## config.mk

```make
export PLATFORM = sky130hd
export DESIGN_NAME = ssd1306_frame_sequencer
export DESIGN_NICKNAME = d
export VERILOG_FILES = /design/src/rtl/ssd1306_pkg.sv /design/src/rtl/ssd1306_tx_feeder.sv /design/src/rtl/ssd1306_frame_sequencer.sv
export SDC_FILE = /design/constraint.sdc
export NUM_CORES = 1
export LEC_CHECK = 0
export BUFFER_PORTS_ARGS = -buffer_cell sky130_fd_sc_hd__buf_2
export CORE_AREA = 4 4 107 119
export CTS_CLUSTER_DIAMETER = 200
export DETAILED_ROUTE_END_ITERATION = 6
export DIE_AREA = 0 0 111 123
export PLACE_DENSITY_LB_ADDON = 0.12
export REMOVE_ABC_BUFFERS = 1
export SLEW_MARGIN = 30
export SYNTH_ARGS = -nofsm -noshare
export SYNTH_HDL_FRONTEND = slang
export SYNTH_HIERARCHICAL = 1
export SYNTH_SLANG_ARGS = --single-unit
```

## constraint.sdc

```tcl
create_clock -name clk -period 4.3 [get_ports clk]
set_input_delay 0.43 -clock clk [delete_from_list [all_inputs] [get_ports clk]]
set_output_delay 0.43 -clock clk [all_outputs]
set_load 0.03 [all_outputs]
```

## src/rtl/ssd1306_pkg.sv

```systemverilog
// Shared constants for the SSD1306 frame sequencer: command ROMs, control bytes,
// FSM state types and ROM lookup helpers.
package ssd1306_pkg;

   localparam int INIT_LEN = 25;
   localparam int WIN_LEN  = 6;

   localparam logic [7:0] CTRL_CMD  = 8'h00;
   localparam logic [7:0] CTRL_DATA = 8'h40;

   localparam logic [7:0] INIT_CMDS [INIT_LEN] = '{
      8'hAE, 8'hD5, 8'h80, 8'hA8, 8'h3F, 8'hD3, 8'h00, 8'h40, 8'h8D, 8'h14,
      8'h20, 8'h00, 8'hA1, 8'hC8, 8'hDA, 8'h12, 8'h81, 8'hCF, 8'hD9, 8'hF1,
      8'hDB, 8'h40, 8'hA4, 8'hA6, 8'hAF
   };

   localparam logic [7:0] WIN_CMDS [WIN_LEN] = '{
      8'h21, 8'h00, 8'h7F, 8'h22, 8'h00, 8'h07
   };

   typedef enum logic [2:0] {
      ST_INIT_TX = 3'd0,
      ST_IDLE    = 3'd1,
      ST_WIN_TX  = 3'd2,
      ST_FB_TX   = 3'd3,
      ST_DONE    = 3'd4
   } top_state_t;

   typedef enum logic [1:0] {
      FD_IDLE = 2'd0,
      FD_SEND = 2'd1,
      FD_WAIT = 2'd2
   } feed_state_t;

   // Out-of-range indices return 0x00; callers only ask for valid payload slots.
   function automatic logic [7:0] init_byte(input logic [10:0] idx);
      init_byte = 8'h00;
      for (int k = 0; k < INIT_LEN; k++)
         if (idx == 11'(k)) init_byte = INIT_CMDS[k];
   endfunction

   function automatic logic [7:0] win_byte(input logic [10:0] idx);
      win_byte = 8'h00;
      for (int k = 0; k < WIN_LEN; k++)
         if (idx == 11'(k)) win_byte = WIN_CMDS[k];
   endfunction

endpackage

```

## src/rtl/ssd1306_tx_feeder.sv

```systemverilog
// Generic I2C-master transaction feeder: start pulse, one strobe per data request
// via an armed flag, stop on the last byte, completion once the master goes idle.
module ssd1306_tx_feeder
   import ssd1306_pkg::*;
(
   input  logic        clk,
   input  logic        rst,
   input  logic        i_go,
   input  logic [10:0] i_byte_count,
   input  logic [7:0]  i_byte,
   input  logic        i_m_data_req,
   input  logic        i_m_busy,
   output logic [10:0] o_byte_idx,
   output logic        o_start_fire,
   output logic        o_byte_fire,
   output logic        o_done,
   output feed_state_t o_state,
   output logic        o_m_start,
   output logic        o_m_stop,
   output logic        o_m_data_valid,
   output logic [7:0]  o_m_data_in
);

   // Handshake: a byte is strobed when r_armed && i_m_data_req; the strobe clears
   // r_armed, which only re-arms after i_m_data_req is seen low, so a registered
   // request that lingers high yields exactly one o_m_data_valid per request.
   feed_state_t r_state, w_next;
   logic [10:0] r_idx;
   logic        r_armed;
   logic        r_m_start, r_m_stop, r_m_valid;
   logic [7:0]  r_m_data;
   logic        w_start_fire, w_byte_fire, w_last, w_done;

   always_comb begin
      w_next       = r_state;
      w_start_fire = 1'b0;
      w_byte_fire  = 1'b0;
      w_done       = 1'b0;
      w_last       = (r_idx == (i_byte_count - 11'd1));
      case (r_state)
         FD_IDLE: if (i_go && !i_m_busy) begin
            w_start_fire = 1'b1;
            w_next       = FD_SEND;
         end
         FD_SEND: if (r_armed && i_m_data_req) begin
            w_byte_fire = 1'b1;
            if (w_last) w_next = FD_WAIT;
         end
         FD_WAIT: if (!i_m_busy) begin
            w_done = 1'b1;
            w_next = FD_IDLE;
         end
         default: w_next = FD_IDLE;
      endcase
   end

   always_ff @(posedge clk or posedge rst) begin
      if (rst) begin
         r_state   <= FD_IDLE;
         r_idx     <= 11'd0;
         r_armed   <= 1'b1;
         r_m_start <= 1'b0;
         r_m_stop  <= 1'b0;
         r_m_valid <= 1'b0;
         r_m_data  <= 8'h00;
      end else begin
         r_state   <= w_next;
         r_m_start <= w_start_fire;
         r_m_valid <= w_byte_fire;
         r_m_stop  <= w_byte_fire && w_last;
         if (w_start_fire)     r_idx <= 11'd0;
         else if (w_byte_fire) r_idx <= r_idx + 11'd1;
         if (w_byte_fire) begin
            r_m_data <= i_byte;
            r_armed  <= 1'b0;
         end else if (!r_armed && !i_m_data_req) begin
            r_armed  <= 1'b1;
         end
      end
   end

   assign o_byte_idx     = r_idx;
   assign o_start_fire   = w_start_fire;
   assign o_byte_fire    = w_byte_fire;
   assign o_done         = w_done;
   assign o_state        = r_state;
   assign o_m_start      = r_m_start;
   assign o_m_stop       = r_m_stop;
   assign o_m_data_valid = r_m_valid;
   assign o_m_data_in    = r_m_data;

endmodule

```

## src/rtl/ssd1306_frame_sequencer.sv

```systemverilog
// SSD1306 frame sequencer: init transaction, then window + framebuffer transactions
// per refresh. Define SSD1306_CONT_REFRESH_EN for continuous back-to-back frames.
module ssd1306_frame_sequencer
   import ssd1306_pkg::*;
#(
   parameter logic [6:0] I2C_ADDR = 7'h3C,
   parameter int         FB_BYTES = 1024
)(
   input  logic        clk,
   input  logic        rst,
   input  logic        refresh,
   output logic        ready,
   output logic        frame_done,
   output logic        seq_busy,
   output logic [9:0]  fb_addr,
   input  logic [7:0]  fb_data,
   output logic        m_start,
   output logic        m_stop,
   output logic        m_data_valid,
   output logic [7:0]  m_data_in,
   input  logic        m_data_req,
   input  logic        m_busy,
   output top_state_t  dbg_state,
   output feed_state_t dbg_feed_state
);

   localparam logic [10:0] INIT_TX_LEN = 11'(INIT_LEN + 2);
   localparam logic [10:0] WIN_TX_LEN  = 11'(WIN_LEN + 2);
   localparam logic [10:0] FB_TX_LEN   = 11'(FB_BYTES + 2);
   localparam logic [9:0]  LAST_ADDR   = 10'(FB_BYTES - 1);

   top_state_t  r_state, w_next;
   logic        r_pending, r_ready, r_tx_started;
   logic [9:0]  r_fb_addr;
   logic        w_go, w_start_fire, w_byte_fire, w_done;
   logic [10:0] w_count, w_idx, w_pl_idx;
   logic [7:0]  w_ctrl, w_payload, w_byte;

   assign w_pl_idx = w_idx - 11'd2;

   always_comb begin
      w_next    = r_state;
      w_go      = 1'b0;
      w_count   = 11'd0;
      w_ctrl    = CTRL_CMD;
      w_payload = 8'h00;
      case (r_state)
         ST_INIT_TX: begin
            w_go      = !r_tx_started;
            w_count   = INIT_TX_LEN;
            w_payload = init_byte(w_pl_idx);
            if (w_done) w_next = ST_IDLE;
         end
         ST_IDLE: if (r_pending) w_next = ST_WIN_TX;
         ST_WIN_TX: begin
            w_go      = !r_tx_started;
            w_count   = WIN_TX_LEN;
            w_payload = win_byte(w_pl_idx);
            if (w_done) w_next = ST_FB_TX;
         end
         ST_FB_TX: begin
            w_go      = !r_tx_started;
            w_count   = FB_TX_LEN;
            w_ctrl    = CTRL_DATA;
            w_payload = fb_data;
            if (w_done) w_next = ST_DONE;
         end
         ST_DONE: w_next = ST_IDLE;
         default: w_next = ST_INIT_TX;
      endcase
      if (w_idx == 11'd0)      w_byte = {I2C_ADDR, 1'b0};
      else if (w_idx == 11'd1) w_byte = w_ctrl;
      else                     w_byte = w_payload;
   end

   always_ff @(posedge clk or posedge rst) begin
      if (rst) begin
         r_state      <= ST_INIT_TX;
         r_pending    <= 1'b0;
         r_ready      <= 1'b0;
         r_tx_started <= 1'b0;
         r_fb_addr    <= 10'd0;
      end else begin
         r_state <= w_next;
         if (w_done)            r_tx_started <= 1'b0;
         else if (w_start_fire) r_tx_started <= 1'b1;
         if (r_state == ST_INIT_TX && w_done) r_ready <= 1'b1;
         if (refresh) r_pending <= 1'b1;
`ifdef SSD1306_CONT_REFRESH_EN
         else if (r_state == ST_DONE || (r_state == ST_INIT_TX && w_done)) r_pending <= 1'b1;
`endif
         else if (r_state == ST_IDLE) r_pending <= 1'b0;
         // fb_addr leads the strobe by a request cycle so fb_data is settled when sampled.
         if (r_state != ST_FB_TX && w_next == ST_FB_TX)
            r_fb_addr <= 10'd0;
         else if (r_state == ST_FB_TX && w_byte_fire && w_idx >= 11'd2 && r_fb_addr != LAST_ADDR)
            r_fb_addr <= r_fb_addr + 10'd1;
      end
   end

   ssd1306_tx_feeder u_feeder (
      .clk            (clk),
      .rst            (rst),
      .i_go           (w_go),
      .i_byte_count   (w_count),
      .i_byte         (w_byte),
      .i_m_data_req   (m_data_req),
      .i_m_busy       (m_busy),
      .o_byte_idx     (w_idx),
      .o_start_fire   (w_start_fire),
      .o_byte_fire    (w_byte_fire),
      .o_done         (w_done),
      .o_state        (dbg_feed_state),
      .o_m_start      (m_start),
      .o_m_stop       (m_stop),
      .o_m_data_valid (m_data_valid),
      .o_m_data_in    (m_data_in)
   );

   assign ready      = r_ready;
   assign frame_done = (r_state == ST_DONE);
   assign seq_busy   = (r_state != ST_IDLE) | r_pending;
   assign fb_addr    = r_fb_addr;
   assign dbg_state  = r_state;

endmodule

```

==> flow_summary.rst <==
.. list-table::
   :header-rows: 1

   * - Metric
     - Value
   * - VDD IR max
     - 0.271 mV
   * - Number of synthesized flops with an enable pin
     - 0
   * - YS warnings
     - 6
   * - Initial core utilization
     - 28.8%
   * - Proportion of total power due to net switching
     - 48.7%
   * - DRT iter0 DRCs
     - 182
   * - Final critical delay including setup and external delays
     - 3370 ps
   * - Final instance area
     - 3920 sq um
   * - Power density over the cells
     - 600 nW/um^2
   * - Detailed Route WL
     - 9.59 mm
   * - Setup Buffers After CTS
     - 0
   * - Combinational power share
     - 59.2%
   * - Number of buffers created by CTS
     - 5
   * - Crit path launch type
     - register
   * - Antenna violations before repair
     - 0
   * - Worst hold path type
     - in -> async
   * - Global-route wire length before repair
     - 16.1 mm
   * - Hold bufs inserted after CTS
     - 0
   * - Power dissipated by switching net loads
     - 1.14 mW
   * - Number of nets in the finished design
     - 475
   * - Post-synthesis cell type count
     - 69
   * - Clk slew on worst S/H paths
     - 60 ps
   * - Number of rows in the core area
     - 41
   * - Clk_skew
     - 6.97 ps
   * - Instance count of the mapped netlist
     - 400
   * - Rel. slew slack
     - 42.6%
   * - Setup repair after global routing missed its margin
     - false
   * - Placer Congestion
     - 0.838
   * - End-of-flow core utilization
     - 34.2%
   * - Leading post-synthesis cells by cell area
     - dfrtp_1 30%, nor2_1 5.1%, xnor2_1 4.5%
   * - Power share of the sequential group
     - 21.6%
   * - Placed Area
     - 3740 sq um
   * - Vias per std cell
     - 5.13
   * - Synth Cell Area
     - 3300 sq um
   * - Number of iterations in the first detailed-routing pass
     - 4
   * - Slew at the pin closest to its max-slew limit
     - 858 ps
   * - Total global-route track usage
     - 14.4%
   * - Internal Dissipation
     - 1.21 mW
   * - Crit share post-route
     - 78.4%
   * - Final number of max-transition violations
     - 0
   * - Overall Power
     - 2.35 mW
   * - Mean post-synth cell area
     - 8.25 sq um
   * - Layout overhead on the synthesized area
     - 18.7%
   * - Most frequent cells after synthesis
     - 45 x nor2_1, 40 x dfrtp_1, 31 x nand2_1, 20 x nor3_1, 20 x o21ai_0
   * - Clock insertion delay at the later pin of the skew report
     - 290 ps
   * - Filler Cell Count
     - 1251
   * - Final TNS setup
     - 0 ps
   * - Placeable core region
     - 11400 sq um
   * - Number of top-level pins
     - 42
   * - Number of gates resized after cts
     - 0
   * - Setup WS pre-CTS
     - 997 ps
   * - Average wire per cell in the routed design
     - 15.7 um
   * - Total congestion overflow
     - 0
   * - Fraction of layout cells with a size suffix above 1
     - 18.3%
   * - Hold violation count in the final report
     - 0
   * - Capturing element type of the critical path
     - register
   * - Register area share after synthesis
     - 31.1%
   * - Die span in x
     - 111 um
   * - Setup-failing EPs final
     - 0
   * - Total of max-cap violations
     - 0
   * - TritonCTS clock tree
     - done
   * - Count of antenna diodes in the layout
     - 0
   * - Required time of the critical path
     - 4480 ps
   * - Number of clock sinks
     - 41
   * - DPL Wire Length
     - 7.00 mm
   * - Maximum buffer depth of the clock tree
     - 2
   * - Crit Path Category
     - reg -> reg
   * - Maximum clock frequency
     - 0.297 GHz
   * - Vias
     - 3123
   * - Buffer cell driving the clock tree root
     - clkbuf_16
   * - Port Buffers
     - 41
   * - Largest net degree at the start of global routing
     - 26
   * - Die area
     - 13700 sq um
   * - P_leak
     - 1.66 nW
   * - Endpoint arrival time on the critical path
     - 3550 ps
   * - Worst setup slack after layout
     - 930 ps
   * - Synth Flop Type
     - dfrtp_1
   * - Post-route DRC violation count
     - 0
   * - Worst reg2reg path depth
     - 10
   * - Outcome
     - finished, final reports clean
   * - Detail Route Antenna Nets
     - 0
   * - Critical path peak fanout
     - 23
   * - Vertical die dimension
     - 123 um
   * - Synth Register Bits
     - 41
   * - Cell type with the largest total area after synthesis
     - dfrtp_1
   * - Clk network pwr share
     - 19.2%
   * - Fraction of synthesized cell area taken by the top area cell type
     - 30.3%
   * - Htree depth
     - 2
   * - Vias in the first global route
     - 3045
   * - Async set-or-reset flop fraction in the synthesized netlist
     - 100%
   * - Most numerous cell in the Yosys netlist
     - nor2_1
[per-layer routing]
metal,part of all wire (%),global-route usage [%]
met1,48,19.1
met2,48,24.5
met3,2.7,2.20
met4,1.3,4.16
met5,0,0
[final timing paths]
check,startpoint,end,slack [ps]
worst max-delay path,u_feeder/o_byte_idx[1],u_feeder/o_m_data_in[4],930
worst min-delay path,rst,u_feeder/o_m_data_in[3],200
worst max register to register,u_feeder/o_byte_idx[1],u_feeder/o_m_data_in[4],930
worst min register to register,u_feeder/r_armed,u_feeder/r_armed,470
max in group asynchronous,rst,fb_addr[4],3660
min in group clk,m_data_req,u_feeder/r_armed,300
[kinds of logic after synthesis]
family	count (synthesis)	synth area share [%]
AND/OR/NAND/NOR	169	27.5
buffers and inverters	42	5.57
XOR/XNOR	30	7.96
AO/OA/AOI/OAI	102	22.5
adder cells (fa/ha/maj)	5	1.82
flip-flops	41	31.1
multiplexers	10	3.38
other	1	0.114
[stage by stage]
step | hold WS [ps] | cells
after floorplan | 344 | 401
after global placement | 465 | 601
after detailed placement | 466 | 601
after CTS | 214 | 609
after global routing | 244 | 609
final | 203 | 609
[cells in the final DEF (no fill, tap or decap), types with 3 or more instances in the layout]
master,instances
a21oi_1,14
a22oi_1,3
buf_4,9
a211oi_1,5
buf_2,41
nand4b_1,3
nand2_1,31
conb_1,25
mux2_2,9
ha_1,4
o21ai_0,20
o22ai_1,10
a31oi_1,3
nor2b_1,4
nor3b_1,4
nor2_1,45
a2111oi_0,3
xor2_1,13
nand2b_1,7
clkbuf_16,5
inv_1,19
o31ai_1,9
and3b_1,3
or3_1,8
dfrtp_1,40
o31a_1,3
nor3_1,20
nand4_1,10
xnor2_1,17
o21bai_1,3
nor4_1,4
nand3_1,11
a21o_1,3
or2_2,4
[critical path, cell delays in order, from the launching register on]
cell and delay, ps:
dfrtp_1 370, inv_1 190, ha_1 370, nor4b_4 280, nand4b_1 180, a2111oi_4 480
o21ai_2 320, or4_1 580, o21ai_0 120, o41ai_2 80, mux2_2 270
[area by class of cell]
| class | count | area (sq um) | share of cell area (%) |
|---|---|---|---|
| multi-input cells | 341 | 2180 | 55.8 |
| flip-flops and latches | 41 | 1030 | 26.2 |
| repair buffers | 50 | 273 | 6.97 |
| well taps | 150 | 188 | 4.79 |
| clock buffers | 5 | 125 | 3.20 |
| inverters | 19 | 71.3 | 1.82 |
| clock inverters | 3 | 46.3 | 1.18 |
[power by group through the flow]
stage	clock, mW	sequential (mW)	combinational, mW
floorplan	0	0.611	0.910
global placement	0	0.513	1.38
detailed placement	0	0.515	1.38
CTS	0.465	0.508	1.39
global route	0.482	0.520	1.53
finish	0.451	0.507	1.39
[flip-flops by register name, summed over array words and instances (netlist names)]
signal                   cells
u_feeder/o_byte_idx         11
dbg_state                    3
u_feeder/o_m_data_valid      1
ready                        1
u_feeder/o_m_data_in         8
u_feeder/r_armed             1
r_tx_started                 1
u_feeder/o_m_stop            1
fb_addr                     10
r_pending                    1
u_feeder/o_state             2
u_feeder/o_m_start           1
Note: power is estimated with default switching activity, not from simulation.
